==> config.mk <==
export PLATFORM = sky130hd
export DESIGN_NAME = sign_extender_flat
export DESIGN_NICKNAME = d
export VERILOG_FILES = /design/src/rtl/sign_extender_if.sv /design/src/rtl/sign_extender.sv /design/src/flat_wrapper.sv
export SDC_FILE = /design/constraint.sdc
export NUM_CORES = 1
export LEC_CHECK = 0
export CORE_MARGIN = 2
export CORE_UTILIZATION = 40
export DETAILED_ROUTE_END_ITERATION = 8
export PLACE_DENSITY_LB_ADDON = 0.08
export SYNTH_ARGS = -nofsm -noshare
export SYNTH_HDL_FRONTEND = slang
export SYNTH_SLANG_ARGS = --single-unit
==> constraint.sdc <==
create_clock -name clk_rstn_i_clk -period 1.7 [get_ports clk_rstn_i_clk]
set_clock_uncertainty 0.2 [all_clocks]
set_input_delay 0.17 -clock clk_rstn_i_clk [delete_from_list [all_inputs] [get_ports clk_rstn_i_clk]]
set_output_delay 0.17 -clock clk_rstn_i_clk [all_outputs]
set_load 0.05 [all_outputs]
==> src/rtl/sign_extender_if.sv <==
// Stream control and clock/reset bundles shared by the sample-side blocks.

interface clk_rstn_intrf;
  logic clk;
  logic rstn;
  modport slave  (input clk, input rstn);
  modport master (output clk, output rstn);
endinterface

interface axi_ctr_intrf;
  logic tvalid;
  logic tready;
  logic tlast;
  modport s_axis (input tvalid, input tlast, output tready);
  modport m_axis (output tvalid, output tlast, input tready);
endinterface

==> src/rtl/sign_extender.sv <==
// Sign-extends four packed samples per stream beat by one bit, behind a
// two-entry skid buffer, and checks tlast framing against frame_beats.

module sign_extender #(
  parameter int width       = 8,
  parameter int frame_beats = 16
) (
  clk_rstn_intrf.slave         clk_rstn_i,
  axi_ctr_intrf.s_axis         s_axis,
  axi_ctr_intrf.m_axis         m_axis,
  input  logic [0:3][width-1:0] data_i,
  output logic [0:3][width:0]   data_o,
  output logic                  frame_err_o
);

  localparam int CNT_W = (frame_beats > 2) ? $clog2(frame_beats) : 1;
  localparam logic [CNT_W-1:0] CNT_MAX = CNT_W'(frame_beats - 1);

  localparam logic [1:0] ST_EMPTY = 2'b00;
  localparam logic [1:0] ST_BUSY  = 2'b01;
  localparam logic [1:0] ST_FULL  = 2'b10;

  typedef logic [0:3][width:0] beat_t;

  if (!(width == 8 || width == 16)) begin : g_bad_width
    $error("sign_extender: width must be 8 or 16, got %0d", width);
  end
  if (frame_beats < 2) begin : g_bad_frame
    $error("sign_extender: frame_beats must be >= 2, got %0d", frame_beats);
  end

  // Replicate each lane's sign bit; lanes are handled independently.
  function automatic beat_t sign_ext(input logic [0:3][width-1:0] d);
    beat_t r;
    for (int k = 0; k < 4; k++) begin
      r[k] = {d[k][width-1], d[k]};
    end
    return r;
  endfunction

  logic [1:0]       state_q, state_d;
  beat_t            out_data_q, out_data_d;
  logic             out_last_q, out_last_d;
  beat_t            skid_data_q, skid_data_d;
  logic             skid_last_q, skid_last_d;
  logic             vld_q, vld_d;
  logic             tready_q, tready_d;
  logic [CNT_W-1:0] beat_cnt_q, beat_cnt_d;
  logic             err_q, err_d;

  logic accept;
  logic emit;
  logic cnt_at_end;

  assign accept     = s_axis.tvalid && tready_q;
  assign emit       = vld_q && m_axis.tready;
  assign cnt_at_end = (beat_cnt_q == CNT_MAX);

  // Skid-buffer FSM: output register first, skid register only when the sink stalls.
  always_comb begin
    state_d     = state_q;
    out_data_d  = out_data_q;
    out_last_d  = out_last_q;
    skid_data_d = skid_data_q;
    skid_last_d = skid_last_q;
    case (state_q)
      ST_EMPTY: begin
        if (accept) begin
          out_data_d = sign_ext(data_i);
          out_last_d = s_axis.tlast;
          state_d    = ST_BUSY;
        end
      end
      ST_BUSY: begin
        if (accept && emit) begin
          out_data_d = sign_ext(data_i);
          out_last_d = s_axis.tlast;
        end else if (emit) begin
          state_d = ST_EMPTY;
        end else if (accept) begin
          skid_data_d = sign_ext(data_i);
          skid_last_d = s_axis.tlast;
          state_d     = ST_FULL;
        end
      end
      ST_FULL: begin
        if (emit) begin
          out_data_d = skid_data_q;
          out_last_d = skid_last_q;
          state_d    = ST_BUSY;
        end
      end
      default: state_d = ST_EMPTY;
    endcase
    vld_d    = (state_d != ST_EMPTY);
    tready_d = (state_d != ST_FULL);
  end

  // Frame checker: an error is tlast disagreeing with the end-of-frame position.
  always_comb begin
    beat_cnt_d = beat_cnt_q;
    err_d      = 1'b0;
    if (accept) begin
      err_d = (s_axis.tlast != cnt_at_end);
      if (s_axis.tlast || cnt_at_end) begin
        beat_cnt_d = '0;
      end else begin
        beat_cnt_d = beat_cnt_q + 1'b1;
      end
    end
  end

  // State, data and framing registers; everything clears on reset.
  always_ff @(posedge clk_rstn_i.clk or negedge clk_rstn_i.rstn) begin
    if (!clk_rstn_i.rstn) begin
      state_q     <= ST_EMPTY;
      out_data_q  <= '0;
      out_last_q  <= 1'b0;
      skid_data_q <= '0;
      skid_last_q <= 1'b0;
      vld_q       <= 1'b0;
      tready_q    <= 1'b0;
      beat_cnt_q  <= '0;
      err_q       <= 1'b0;
    end else begin
      state_q     <= state_d;
      out_data_q  <= out_data_d;
      out_last_q  <= out_last_d;
      skid_data_q <= skid_data_d;
      skid_last_q <= skid_last_d;
      vld_q       <= vld_d;
      tready_q    <= tready_d;
      beat_cnt_q  <= beat_cnt_d;
      err_q       <= err_d;
    end
  end

  assign s_axis.tready = tready_q;
  assign m_axis.tvalid = vld_q;
  assign m_axis.tlast  = out_last_q;
  assign data_o        = out_data_q;
  assign frame_err_o   = err_q;

endmodule

==> src/flat_wrapper.sv <==
// flat-port wrapper written by rule: the top's interface ports become plain ports
module sign_extender_flat 
#(
  parameter int width       = 8,
  parameter int frame_beats = 16
)
  (data_i, data_o, frame_err_o, clk_rstn_i_clk, clk_rstn_i_rstn, s_axis_tvalid, s_axis_tlast, s_axis_tready, m_axis_tvalid, m_axis_tlast, m_axis_tready);
  clk_rstn_intrf clk_rstn_i_i ();
  axi_ctr_intrf s_axis_i ();
  axi_ctr_intrf m_axis_i ();
  input  logic [0:3][width-1:0] data_i;
  output logic [0:3][width:0] data_o;
  output logic frame_err_o;
  input wire logic [$bits(clk_rstn_i_i.clk)-1:0] clk_rstn_i_clk;
  input wire logic [$bits(clk_rstn_i_i.rstn)-1:0] clk_rstn_i_rstn;
  input wire logic [$bits(s_axis_i.tvalid)-1:0] s_axis_tvalid;
  input wire logic [$bits(s_axis_i.tlast)-1:0] s_axis_tlast;
  output wire logic [$bits(s_axis_i.tready)-1:0] s_axis_tready;
  output wire logic [$bits(m_axis_i.tvalid)-1:0] m_axis_tvalid;
  output wire logic [$bits(m_axis_i.tlast)-1:0] m_axis_tlast;
  input wire logic [$bits(m_axis_i.tready)-1:0] m_axis_tready;
  assign clk_rstn_i_i.clk = clk_rstn_i_clk;
  assign clk_rstn_i_i.rstn = clk_rstn_i_rstn;
  assign s_axis_i.tvalid = s_axis_tvalid;
  assign s_axis_i.tlast = s_axis_tlast;
  assign s_axis_tready = s_axis_i.tready;
  assign m_axis_tvalid = m_axis_i.tvalid;
  assign m_axis_tlast = m_axis_i.tlast;
  assign m_axis_i.tready = m_axis_tready;
  sign_extender #(.width(width), .frame_beats(frame_beats)) u_core (.clk_rstn_i(clk_rstn_i_i), .s_axis(s_axis_i), .m_axis(m_axis_i), .data_i(data_i), .data_o(data_o), .frame_err_o(frame_err_o));
endmodule
==> metrics <==
routed len/inst=15.8 microns; Post-Syn Instances=222; diodes inserted=0; most frequent cells after synthesis=75 x dfrtp_1, 45 x mux2_1, 34 x mux2_4; Hold Violations, Final=0; Cell Rows=34; via-per-instance ratio=4.90; Final period util=1.04; Worst Path Class, Setup=flip-flop to flip-flop; Initial Utilization=0.406; R2R Path End=u_core.data_o[32]; Synth Register Bits=75; Crit. End Element=flip-flop; CTS buffer count=9; worst endpoint required time=1.73 ns; final core occ=0.563; DRC Markers=0; arrival time worst endpoint=1.80 ns; achievable frequency=565 MHz; Finish-stage setup viols=66; slew margin rel.=0.738; fin crit period=1.77 ns; most common flop cell mapped by yosys=dfrtp_1; CTS root buf=clkbuf_8; Final GP Congestion=0.685; grt total ovfl=0; critical path startpoint=u_core.state_q[1]; Ys Warns=0; filler instances=726; DR iter-0 viols=31; wirelength, routed=6880 microns; CTS tree=done; initial antenna violation count=0; Bufs on Longest Clock Path=2; first-pass GRT wire length=11,200 microns; total number of vias=2,143; ranking of synthesized cells by area=dfrtp_1 54%, mux2_4 15%, mux2_1 15%, mux2_2 7.1%, buf_6 1.6%; run status=finished, violations left; failing checks=negative setup slack; Worst setup SP type=flip-flop; final net count=363; multi-input logic area=0.00157 sq mm; clock latency on the worst-skew pair=0.34 ns; mapped cell area=0.00349 sq mm; FF+latch area=0.00188 sq mm; FF-to-FF path depth=5; hpwl dp=4650 microns; max-slew violation count=0; layout cell share with drive strength beyond 1=0.480; Max VDD drop=1.20 mV; Max FO, Critical Path=6; Hold Crit Class=input pin to async pin; Seq/Total Area, Yosys=0.538; vias in the first global route=2,240; post-route setup slack=-0.0689 ns; share of the synthesized area in the top cell type=0.538; count leader, synth=dfrtp_1; num ports=77; syn_area_per_cell=15.7 sq um; drt pass-1 iters=3; Tightest Pin Transition=0.393 ns; clock-pin slew on the worst setup and hold paths=0.08 ns; leading area contributor after synthesis=dfrtp_1; DRT antenna net count=0; Pwr per Cell Area=2150 mW/mm^2; Post-Syn Nets=261; Die Width=97.4 microns; Buffers on Ports=76; Leak=0.00226 uW; FFs w/ async S/R, synth=1.00; Layout Area Growth over Synthesis=38.6%; Setup WS pre-CTS=-0.242 ns; Worst R2R Start=u_core.state_q[1]; clock sink count=75; H-Tree Depth=3; largest net degree at the start of global routing=31; Die Span Y=97.4 microns; Core Box Area=0.00859 sq mm; worst reg2reg setup slack=-0.07 ns; max_cap viols=0; RSZ-0062 raised after global routing=yes; Die ar.=0.00949 sq mm; number of flops mapped to enable cells by yosys=0; gr usage total=0.150; Unique masters post-synth=27
==> flip-flops by register name, summed over array words and instances, names as in the netlist <==
register,count
u_core.m_axis.tvalid,1
u_core.skid_data_q,32
u_core.m_axis.tlast,1
u_core.skid_last_q,1
u_core.beat_cnt_q,4
u_core.data_o,32
u_core.s_axis.tready,1
u_core.frame_err_o,1
u_core.state_q,2
==> layout by cell type (no fill, tap or decap), types with 3 or more instances in the layout <==
cell type        instances
o21ai_1                  4
dfrtp_2                  3
clkdlybuf4s50_1         35
mux2_2                  13
mux2_4                  50
mux2_1                  38
buf_4                   56
buf_12                   9
clkbuf_8                12
nand2_1                  6
dfrtp_1                 72
==> report_power, final <==
part	leakage (uW)	internal (uW)	total (uW)	switching, uW
combinational	0.00126	2790	5770	2980
clock	0.000108	793	1430	637
sequential	0.000889	2690	3200	513
==> routing by layer <==
metal / part of all wire / up-vias / track usage
li1: - / 995 / -
met5: 0 / - / 0
met2: 0.50 / 50 / 0.255
met1: 0.44 / 1087 / 0.181
met4: 0.016 / 0 / 0.0385
met3: 0.043 / 11 / 0.0525
==> how the worst max path moves through the flow <==
stage,endpoint,cells past startpoint
2_1_floorplan,u_core.data_o[18],4
3_3_place_gp,u_core.data_o[0],5
3_5_place_dp,u_core.data_o[1],5
4_1_cts,u_core.data_o[2],4
5_1_grt,u_core.data_o[13],6
6_report,u_core.data_o[32],5
==> critical path, cell delays in order (launching register included) <==
cell and delay, ns:
dfrtp_2 0.44, and3b_2 0.28, o2bb2ai_4 0.13, buf_12 0.15, clkbuf_16 0.16, mux2_4 0.29
==> layout make-up <==
cell class                      instances  area share
Clock buffer                           12      0.0341
Inverter                                1    0.000776
Clock inverter                          4     0.00983
Multi-Input combinational cell        132       0.325
Timing Repair Buffer                  105       0.214
Tap cell                              108      0.0279
Sequential cell                        75       0.389
==> through the flow <==
step,instances,TNS (ns),hold WS (ns),total power (uW),cell area [sq um]
after detailed placement,411,-11.45,-0.0744,8510,4410
after global routing,437,-4.48,0.115,11000,4840
after CTS,432,-1.50,0.0825,10200,4720
final,437,-2.11,0.0856,10400,4840
after floorplan,222,-3.02,-0.326,7060,3520
after global placement,411,-10.66,-0.0707,8420,4410
==> logic make-up (layout without fill, tap and decap cells) <==
kind of cell / after synthesis / in the layout / synth area share
simple gates: 15 / 15 / 0.0226
mux: 102 / 102 / 0.365
flops: 75 / 75 / 0.538
fa+ha+maj: 2 / 2 / 0.00717
compound gates: 13 / 13 / 0.0301
buf+inv: 15 / 122 / 0.0373
==> what timing repair did <==
action | 4_1_cts | 5_1_grt
gates resized for setup | 7 | 14
endpoints found under the hold margin | 75 | 0
hold buffers | 1 | 0
setup buffers | 3 | 3
gates cloned | 1 | 3
setup endpoints to repair | 33 | 69
pin swaps | 0 | 0
Power figures use the tool's default switching activity.
